### config.mk
export PLATFORM = sky130hd
export DESIGN_NAME = occupancy_tracker
export DESIGN_NICKNAME = d
export VERILOG_FILES = /design/src/rtl/occ_pkg.sv /design/src/rtl/gate_dir_fsm.sv /design/src/rtl/occupancy_tracker.sv
export SDC_FILE = /design/constraint.sdc
export NUM_CORES = 1
export LEC_CHECK = 0
export ABC_AREA = 1
export CAP_MARGIN = 30
export CORE_MARGIN = 10
export CORE_UTILIZATION = 48
export CTS_CLUSTER_DIAMETER = 30
export CTS_CLUSTER_SIZE = 20
export DETAILED_ROUTE_END_ITERATION = 16
export PLACE_DENSITY = 0.72
export SLEW_MARGIN = 25
export SYNTH_ARGS = -nofsm -noshare
export SYNTH_HDL_FRONTEND = slang
export SYNTH_HIERARCHICAL = 1
export SYNTH_SLANG_ARGS = --single-unit
### constraint.sdc
create_clock -name clk -period 4.4 [get_ports clk]
set_clock_uncertainty 0.2 [all_clocks]
set_input_delay 0.88 -clock clk [delete_from_list [all_inputs] [get_ports clk]]
set_output_delay 0.88 -clock clk [all_outputs]
set_load 0.02 [all_outputs]
### src/rtl/occ_pkg.sv
// Shared definitions for the occupancy tracker.
// Holds the per-gate direction FSM state encoding and the sensor-pattern constants.
// A pattern is the {a,b} pair: a is the outer sensor and b is the inner sensor.
package occ_pkg;

   typedef enum logic [2:0] {
      IDLE = 3'd0,
      E1   = 3'd1,
      E2   = 3'd2,
      E3   = 3'd3,
      X1   = 3'd4,
      X2   = 3'd5,
      X3   = 3'd6
   } dir_state_t;

   localparam logic [1:0] P00 = 2'b00;
   localparam logic [1:0] P01 = 2'b01;
   localparam logic [1:0] P10 = 2'b10;
   localparam logic [1:0] P11 = 2'b11;

endpackage

### src/rtl/gate_dir_fsm.sv
// Per-gate direction detector.
// Tracks the {a,b} sensor sequence of one gate.
// An entry is 10,11,01,00 and an exit is 01,11,10,00.
// A repeated pattern holds the current state. Any other pattern aborts to IDLE without a tick.
// The enter and exit ticks are registered one-cycle pulses.
module gate_dir_fsm
   import occ_pkg::*;
(
   input  logic clk,
   input  logic reset,
   input  logic a,
   input  logic b,
   output logic enter_tick,
   output logic exit_tick
);

   dir_state_t state, state_nxt;
   logic       enter_nxt, exit_nxt;
   logic [1:0] pat;

   assign pat = {a, b};

   // State and tick registers; reset discards any partial sequence
   always_ff @(posedge clk or posedge reset) begin
      if (reset) begin
         state      <= IDLE;
         enter_tick <= 1'b0;
         exit_tick  <= 1'b0;
      end else begin
         state      <= state_nxt;
         enter_tick <= enter_nxt;
         exit_tick  <= exit_nxt;
      end
   end

   // Next-state decode: advance on the expected pattern, hold on repeat, else abort
   always_comb begin
      state_nxt = IDLE;
      enter_nxt = 1'b0;
      exit_nxt  = 1'b0;
      unique case (state)
         IDLE: begin
            if (pat == P10)      state_nxt = E1;
            else if (pat == P01) state_nxt = X1;
            else                 state_nxt = IDLE;
         end
         E1: begin
            if (pat == P10)      state_nxt = E1;
            else if (pat == P11) state_nxt = E2;
         end
         E2: begin
            if (pat == P11)      state_nxt = E2;
            else if (pat == P01) state_nxt = E3;
         end
         E3: begin
            if (pat == P01)      state_nxt = E3;
            else if (pat == P00) enter_nxt = 1'b1;
         end
         X1: begin
            if (pat == P01)      state_nxt = X1;
            else if (pat == P11) state_nxt = X2;
         end
         X2: begin
            if (pat == P11)      state_nxt = X2;
            else if (pat == P10) state_nxt = X3;
         end
         X3: begin
            if (pat == P10)      state_nxt = X3;
            else if (pat == P00) exit_nxt = 1'b1;
         end
         default: state_nxt = IDLE;
      endcase
   end

endmodule

### src/rtl/occupancy_tracker.sv
// Occupancy tracker: NCH gates, each with an outer/inner sensor pair.
// Per-gate FSMs (gate_dir_fsm) produce registered enter/exit ticks (stage p0).
// One cycle later the ticks are netted into count, which is then range-limited (stage p1).
// The full and empty flags and the err pulse update in the same cycle as count.
// Build option: define OCC_WRAP_EN to wrap the count modulo MAX+1.
// Left undefined, the count saturates at 0 and MAX.
module occupancy_tracker
   import occ_pkg::*;
#(
   parameter int NCH = 2,
   parameter int W   = 8,
   parameter int MAX = 200
) (
   input  logic           clk,
   input  logic           reset,
   input  logic [NCH-1:0] a,
   input  logic [NCH-1:0] b,
   output logic [W-1:0]   count,
   output logic           full,
   output logic           empty,
   output logic [NCH-1:0] enter_tick,
   output logic [NCH-1:0] exit_tick,
   output logic           err
);

   // Wide enough for count +/- NCH without overflow, plus a sign bit
   localparam int SW = W + $clog2(NCH) + 1;
   localparam logic signed [SW-1:0] MAX_S = SW'(MAX);
   localparam logic signed [SW-1:0] MOD_S = SW'(MAX + 1);

   function automatic logic signed [SW-1:0] popcnt(input logic [NCH-1:0] v);
      logic signed [SW-1:0] acc;
      acc = '0;
      for (int i = 0; i < NCH; i++) acc = acc + {{(SW-1){1'b0}}, v[i]};
      return acc;
   endfunction

   // Returns {err, limited_value}
   function automatic logic [W:0] range_fix(input logic signed [SW-1:0] v);
`ifdef OCC_WRAP_EN
      logic signed [SW-1:0] r;
      r = v % MOD_S;
      if (r[SW-1]) r = r + MOD_S;
      return {(v > MAX_S) || v[SW-1], r[W-1:0]};
`else
      if (v[SW-1])         return {1'b1, {W{1'b0}}};
      else if (v > MAX_S)  return {1'b1, MAX_S[W-1:0]};
      else                 return {1'b0, v[W-1:0]};
`endif
   endfunction

   logic signed [SW-1:0] sum_p1;
   logic [W:0]           fix_p1;

   genvar g;
   generate
      for (g = 0; g < NCH; g++) begin : gen_gate
         gate_dir_fsm u_fsm (
            .clk        (clk),
            .reset      (reset),
            .a          (a[g]),
            .b          (b[g]),
            .enter_tick (enter_tick[g]),
            .exit_tick  (exit_tick[g])
         );
      end
   endgenerate

   // Stage p1: net all entries and exits, then clamp or wrap into range
   always_comb begin
      sum_p1 = $signed({{(SW-W){1'b0}}, count}) + popcnt(enter_tick) - popcnt(exit_tick);
      fix_p1 = range_fix(sum_p1);
   end

   // Count, flags and err register together so they change on the same edge
   always_ff @(posedge clk or posedge reset) begin
      if (reset) begin
         count <= '0;
         full  <= 1'b0;
         empty <= 1'b1;
         err   <= 1'b0;
      end else begin
         count <= fix_p1[W-1:0];
         full  <= (fix_p1[W-1:0] == W'(MAX));
         empty <= (fix_p1[W-1:0] == '0);
         err   <= fix_p1[W];
      end
   end

endmodule
# --- Word-level counts from Yosys, hierarchy flattened ---
# Cells that the tools add are included.
# W data, S select, Z words.
word_totals:
  regBits: 21
  input_bits: 6
  out_inout_bits: 15
  word_cells: 73
classes:
  n_addsub: 4
  magnitude_cmp: 1
  n_eq_ne: 19
  muxes: 34
  reduce_logical: 5
op_table:
  columns: ["cell", "count"]
  rows:
  - ["$mux W3", 16]
  - ["$pmux W3 S7", 2]
  - ["$eq A3 B3 Y1 const B", 6]
  - ["$mux W9", 2]
  - ["$eq A3 B2 Y1 const B", 4]
  - ["$gt A10 B9 Y1 const B", 1]
  - ["$mux W1", 10]
  - ["$sub A9 B2 Y10", 1]
  - ["$add A8 B2 Y9", 1]
  - ["$eq A2 B2 Y1 const B", 4]
  - ["$eq A8 B8 Y1 const B", 1]
  - ["$logic_not A8 Y1", 1]
  - ["$mux W2", 4]
  - ["$eq A3 B1 Y1 const B", 2]
  - ["$logic_not A3 Y1", 2]
  - ["$add A1 B1 Y2", 2]
  - ["$eq A2 B1 Y1 const B", 2]
  - ["$logic_not A2 Y1", 2]

# --- Depth between registers and ports, before layout ---
logic_depth:
  word_depth: 7
  depth_mapped: 18
  mapped_depth_nobuf: 18

# --- By module ---
# Netlist, hierarchy kept.
modules_own_cells:
  columns: ["mod", "instances", "cells_each", "area_per_inst_um2", "seq_area_each_um2"]
  rows:
  - ["occupancy_tracker", 1, 130, 900.9, 276.5]
  - ["gate_dir_fsm", 2, 38, 282.8, 125.1]

# --- Worst setup path after synthesis ---
# Ideal clock, no wire load.
synth_path:
  path_kind: "register -> register"
  start: "register gen_gate[0].u_fsm.exit_tick"
  end: "register empty"
  setup_ns: 0.065
  arrival_time_ns: 2.633
  t_required_ns: 4.135
  slack_ns: 1.503
  stages_incl_launch_ff: 17
  path_buffers: 0
  synth_period_minus_slack_ns: 2.897
  cell_sequence: "dfrtp_1 > inv_1 > fa_1 > inv_1 > fa_1 > inv_1 > ha_1 > fa_1 > inv_1 > nand3_1 > nand2_1 > nand3_1 > nand3_1 > nand3_1 > nand2_1 > inv_2 > nor2_2"
synth_via:
  elab_chain_cells: 6
synth_lines:
  columns: ["item", "line_no", "text"]
  rows:
  - ["start: declaration", "gate_dir_fsm.sv:14", "output logic exit_tick"]
  - ["start signal: assignment", "gate_dir_fsm.sv:32", "exit_tick <= exit_nxt;"]
  - ["$add A1 B1 Y2 *", "occupancy_tracker.sv:34", "for (int i = 0; i < NCH; i++) acc = acc + {{(SW-1){1'b0}}, v[i]};"]
  - ["$sub A9 B2 Y10 *", "occupancy_tracker.sv:71", "sum_p1 = $signed({{(SW-W){1'b0}}, count}) + popcnt(enter_tick) - popcnt(exit_tick);"]
  - ["$gt A10 B9 Y1", "occupancy_tracker.sv:47", "else if (v > MAX_S) return {1'b1, MAX_S[W-1:0]};"]
  - ["$mux W9", "occupancy_tracker.sv:47", null]
  - ["$mux W9 *", "occupancy_tracker.sv:46", "if (v[SW-1]) return {1'b1, {W{1'b0}}};"]
  - ["named net fix_p1[3]", "occupancy_tracker.sv:53", "logic [W:0] fix_p1;"]
  - ["$logic_not A8 Y1 *", "occupancy_tracker.sv:85", "empty <= (fix_p1[W-1:0] == '0);"]
  - ["end signal: assignment", "occupancy_tracker.sv:85", null]
  - ["end: declaration", "occupancy_tracker.sv:20", "output logic empty,"]
# Mark *: on every way through the listed nets, which the timed path passes. The rest lies on a longest branch.

# --- Final worst setup path ---
layout_path:
  start: "register gen_gate[0].u_fsm.enter_tick"
  end: "register empty"
layout_via:
  elab_chain_cells: 7
layout_lines:
  columns: ["item", "line_no", "text"]
  rows:
  - ["start: declaration", "gate_dir_fsm.sv:13", "output logic enter_tick,"]
  - ["start signal: assignment", "gate_dir_fsm.sv:31", "enter_tick <= enter_nxt;"]
  - ["$add A1 B1 Y2 *", "occupancy_tracker.sv:34", null]
  - ["$add A8 B2 Y9 *", "occupancy_tracker.sv:71", null]
  - ["$sub A9 B2 Y10 *", "occupancy_tracker.sv:71", null]
  - ["$gt A10 B9 Y1", "occupancy_tracker.sv:47", null]
  - ["$mux W9", "occupancy_tracker.sv:47", null]
  - ["$mux W9 *", "occupancy_tracker.sv:46", null]
  - ["named net fix_p1[3]", "occupancy_tracker.sv:53", null]
  - ["$logic_not A8 Y1 *", "occupancy_tracker.sv:85", null]
# Marks and branches as above.

==> impl_metrics.toml <==
[outcome]
status = "finished clean"

[clock_network]
cts_sinks = 21
postCtsSetupBuffers = 0
cts_resized = 0
cts_tree = "done"
cts_hold_buf = 0
clk_pin_slew_ns = 0.12
cts_made_buffers = 3
clock-root-buffer = "clkbuf_4"
htreeDepth = 1
clockBufferDepth = 2
clkLatencyLatePin_ns = 0.30

[power_and_ir_drop]
seq_power_share_pct = 26.3
finalPower_mw = 1.113
clkPwrFrac_pct = 8.3
leakagePower_nw = 0.9169
power_switching_uw = 565.0
vdd_drop_max_mv = 0.2629
intPower_uw = 547.9
combPwrFrac_pct = 65.4
p_sw_share_pct = 50.77
cellPowerDensity_nw_per_um2 = 646.9

[finish]
final_core_util_pct = 60.81
final_net_count = 247
n_antenna_cell = 0
final_cells = 259
layout-drive-gt1-share_pct = 9.649
design_area_um2 = 1720
syn_to_final_growth_pct = 17.32

[die]
ios = 21
die_w_um = 75.27
fp.dieH_um = 75.27
rows = 19
core_area_um2 = 2829
initial_core_util_pct = 51.84
dieArea_um2 = 5666

[synth]
seq_area_frac_synth_pct = 35.92
synth_top_family_by_area = "simple AND/OR/NAND/NOR gates"
yosysTopAreaCellShare_pct = 34.13
synth_compound_area_share_pct = 4.010
syn_area_um2 = 1466
synth-edff-count = 0
synthArstFlopShare_pct = 100.0
synth-seq-cells = 21
synth_xor_area_share_pct = 0
synth_warnings = 6
synthSimpleGateAreaFrac_pct = 34.98
synthFlopType = "dfrtp_1"
synth_fa_ha_area_share_pct = 11.77
synth.distinct_cells = 21
yosys-top-cells-area = "dfrtp_1 34%, nand2_1 14%, inv_1 11%"
syn-mean-instance-area_um2 = 7.118
yosys-mux-area-fraction_pct = 0
synth_cells = 206
synth_fp_nets = 224
synth_top_area_cell = "dfrtp_1"

[drt]
vias = 1266
drc = 0
drtIter0Drc = 80
wire_per_inst_um = 11.07
ant_nets = 0
drt-pass1-iter-count = 4
vias_per_cell = 4.888
routed_wl_mm = 2.866

[worst_setup_path]
path_class = "flip-flop to flip-flop"
critPathArrivalTime_ns = 3.05
crit_chain = "fa_1 > inv_1 > fa_1 > inv_1 > ha_1 > fa_1 > nand2_1 > nand2_1 > nand3_2 > nand3_1 > inv_1 > nor2_4 > nand3_1 > nand2_1 > inv_2 > nor2_2"
slowest_stage = "fa_1"
crit_path_start_kind = "flip-flop"
r2r_cells = 16
cp-end-kind = "flip-flop"
cp_max_fo = 5
crit_required_ns = 4.44
crit_path_max_incr_delay_ns = 0.54

[timing]
fin_crit_ns = 3.013
fin_ws_ns = 1.387
setup_tns_ns = 0
rsz0062_at_grt = "false"
slew_headroom_pct = 71.62
tightest_slew_ns = 0.4252
hold_violations = 0
setup_viol = 0
holdWs_ns = 0.3919
slew_viol_final = 0
max_freq_ghz = 0.3318
finalCritPeriodShare_pct = 68.49

[place]
dpl_worst_slack_ns = 1.404
routabilityCongestion = 0.8159
post-dp-hpwl_mm = 2.447
dp_cells = 255
io_buffers = 20
place_area_um2 = 1690

[hold_path]
worstHoldPathType = "flip-flop to flip-flop"
hold_depth = 2

[global_route]
grt_pass1_vias = 1264
gr-total-overflow = 0
grt_max_degree = 14
antenna_found_initial = 0
grt_use_total_pct = 11.24
grt_pass1_wl_mm = 5.106

[run]
maxCapViolations = 0
routing by layer:
layer / GRT usage, % / wire length (um)
met1: 12.04 / 1212
met2: 21.52 / 1532
met3: 2.234 / 102
met4: 3.505 / 19
met5: 0 / 0
cells in the final DEF (no fill, tap or decap):
cell type        instances
nand3b_1                 1
nor3_1                   2
nor2_2                   3
o21ai_1                  2
nor2_4                   3
clkdlybuf4s50_1         20
nor2_1                  18
nand3_1                 28
clkbuf_4                 3
nand2_2                  1
a21oi_1                  1
nand3_2                  1
dfrtp_1                 20
ha_1                     9
clkinvlp_4               1
nand2_1                 53
nor3_2                   2
dfstp_2                  1
fa_1                     3
a21oi_2                  1
o21ai_0                  7
inv_2                    6
inv_1                   42
cell usage after synthesis (3+ instances only):
| cell type | number |
|---|---|
| nor2_4 | 3 |
| fa_1 | 3 |
| nor2_2 | 3 |
| dfrtp_1 | 20 |
| inv_1 | 42 |
| inv_2 | 6 |
| o21ai_0 | 7 |
| nand2_1 | 53 |
| nor2_1 | 18 |
| ha_1 | 9 |
| nand3_1 | 28 |
state kept, by name, summed over array words and instances (netlist names):
signal                     count
count                          8
gen_gate.u_fsm/state           6
gen_gate.u_fsm/enter_tick      2
gen_gate.u_fsm/exit_tick       2
empty                          1
err                            1
full                           1
area by class of cell:
| class | count | area, um2 |
|---|---|---|
| clock buffers | 3 | 22.52 |
| clock inverters | 1 | 7.507 |
| fillers | 276 | 1109 |
| inverters | 48 | 180.2 |
| multi-input cells | 135 | 744.5 |
| flip-flops and latches | 21 | 526.8 |
| well taps | 31 | 38.79 |
| repair buffers | 20 | 200.2 |
logic make-up (layout without fill, tap and decap cells):
family                     Yosys count  count (layout)
AOI/OAI and AO/OA                   11              11
adders and majority gates           12              12
buffers and inverters               50              72
DFF                                 21              21
and+or+nand+nor                    112             112
worst max-delay path: cells and delay by family, from the launching register on:
kind                     cells  cell delay [ns]
adder cells (fa/ha/maj)      4             1.27
AND/OR/NAND/NOR              8             0.82
buffers and inverters        4             0.25
flip-flops                   1             0.42
worst paths after layout:
check | startpoint | slack, ns | to
worst min-delay path | gen_gate[1].u_fsm/state[2] | 0.39 | gen_gate[1].u_fsm/exit_tick
worst max register to register | gen_gate[0].u_fsm/enter_tick | 1.39 | empty
min in group asynchronous | reset | 0.63 | gen_gate[0].u_fsm/state[1]
worst min register to register | gen_gate[1].u_fsm/state[2] | 0.39 | gen_gate[1].u_fsm/exit_tick
worst max-delay path | gen_gate[0].u_fsm/enter_tick | 1.39 | empty
max in group asynchronous | reset | 2.93 | empty
power groups by stage:
stage          logic, mW  registers (mW)  clock network [mW]
6_report           0.728           0.293              0.0920
5_1_grt            0.831           0.301               0.105
4_1_cts            0.733           0.292              0.0982
3_5_place_dp       0.730           0.296                   0
3_3_place_gp       0.712           0.294                   0
2_1_floorplan      0.498           0.333                   0
Power figures use the tool's default switching activity.
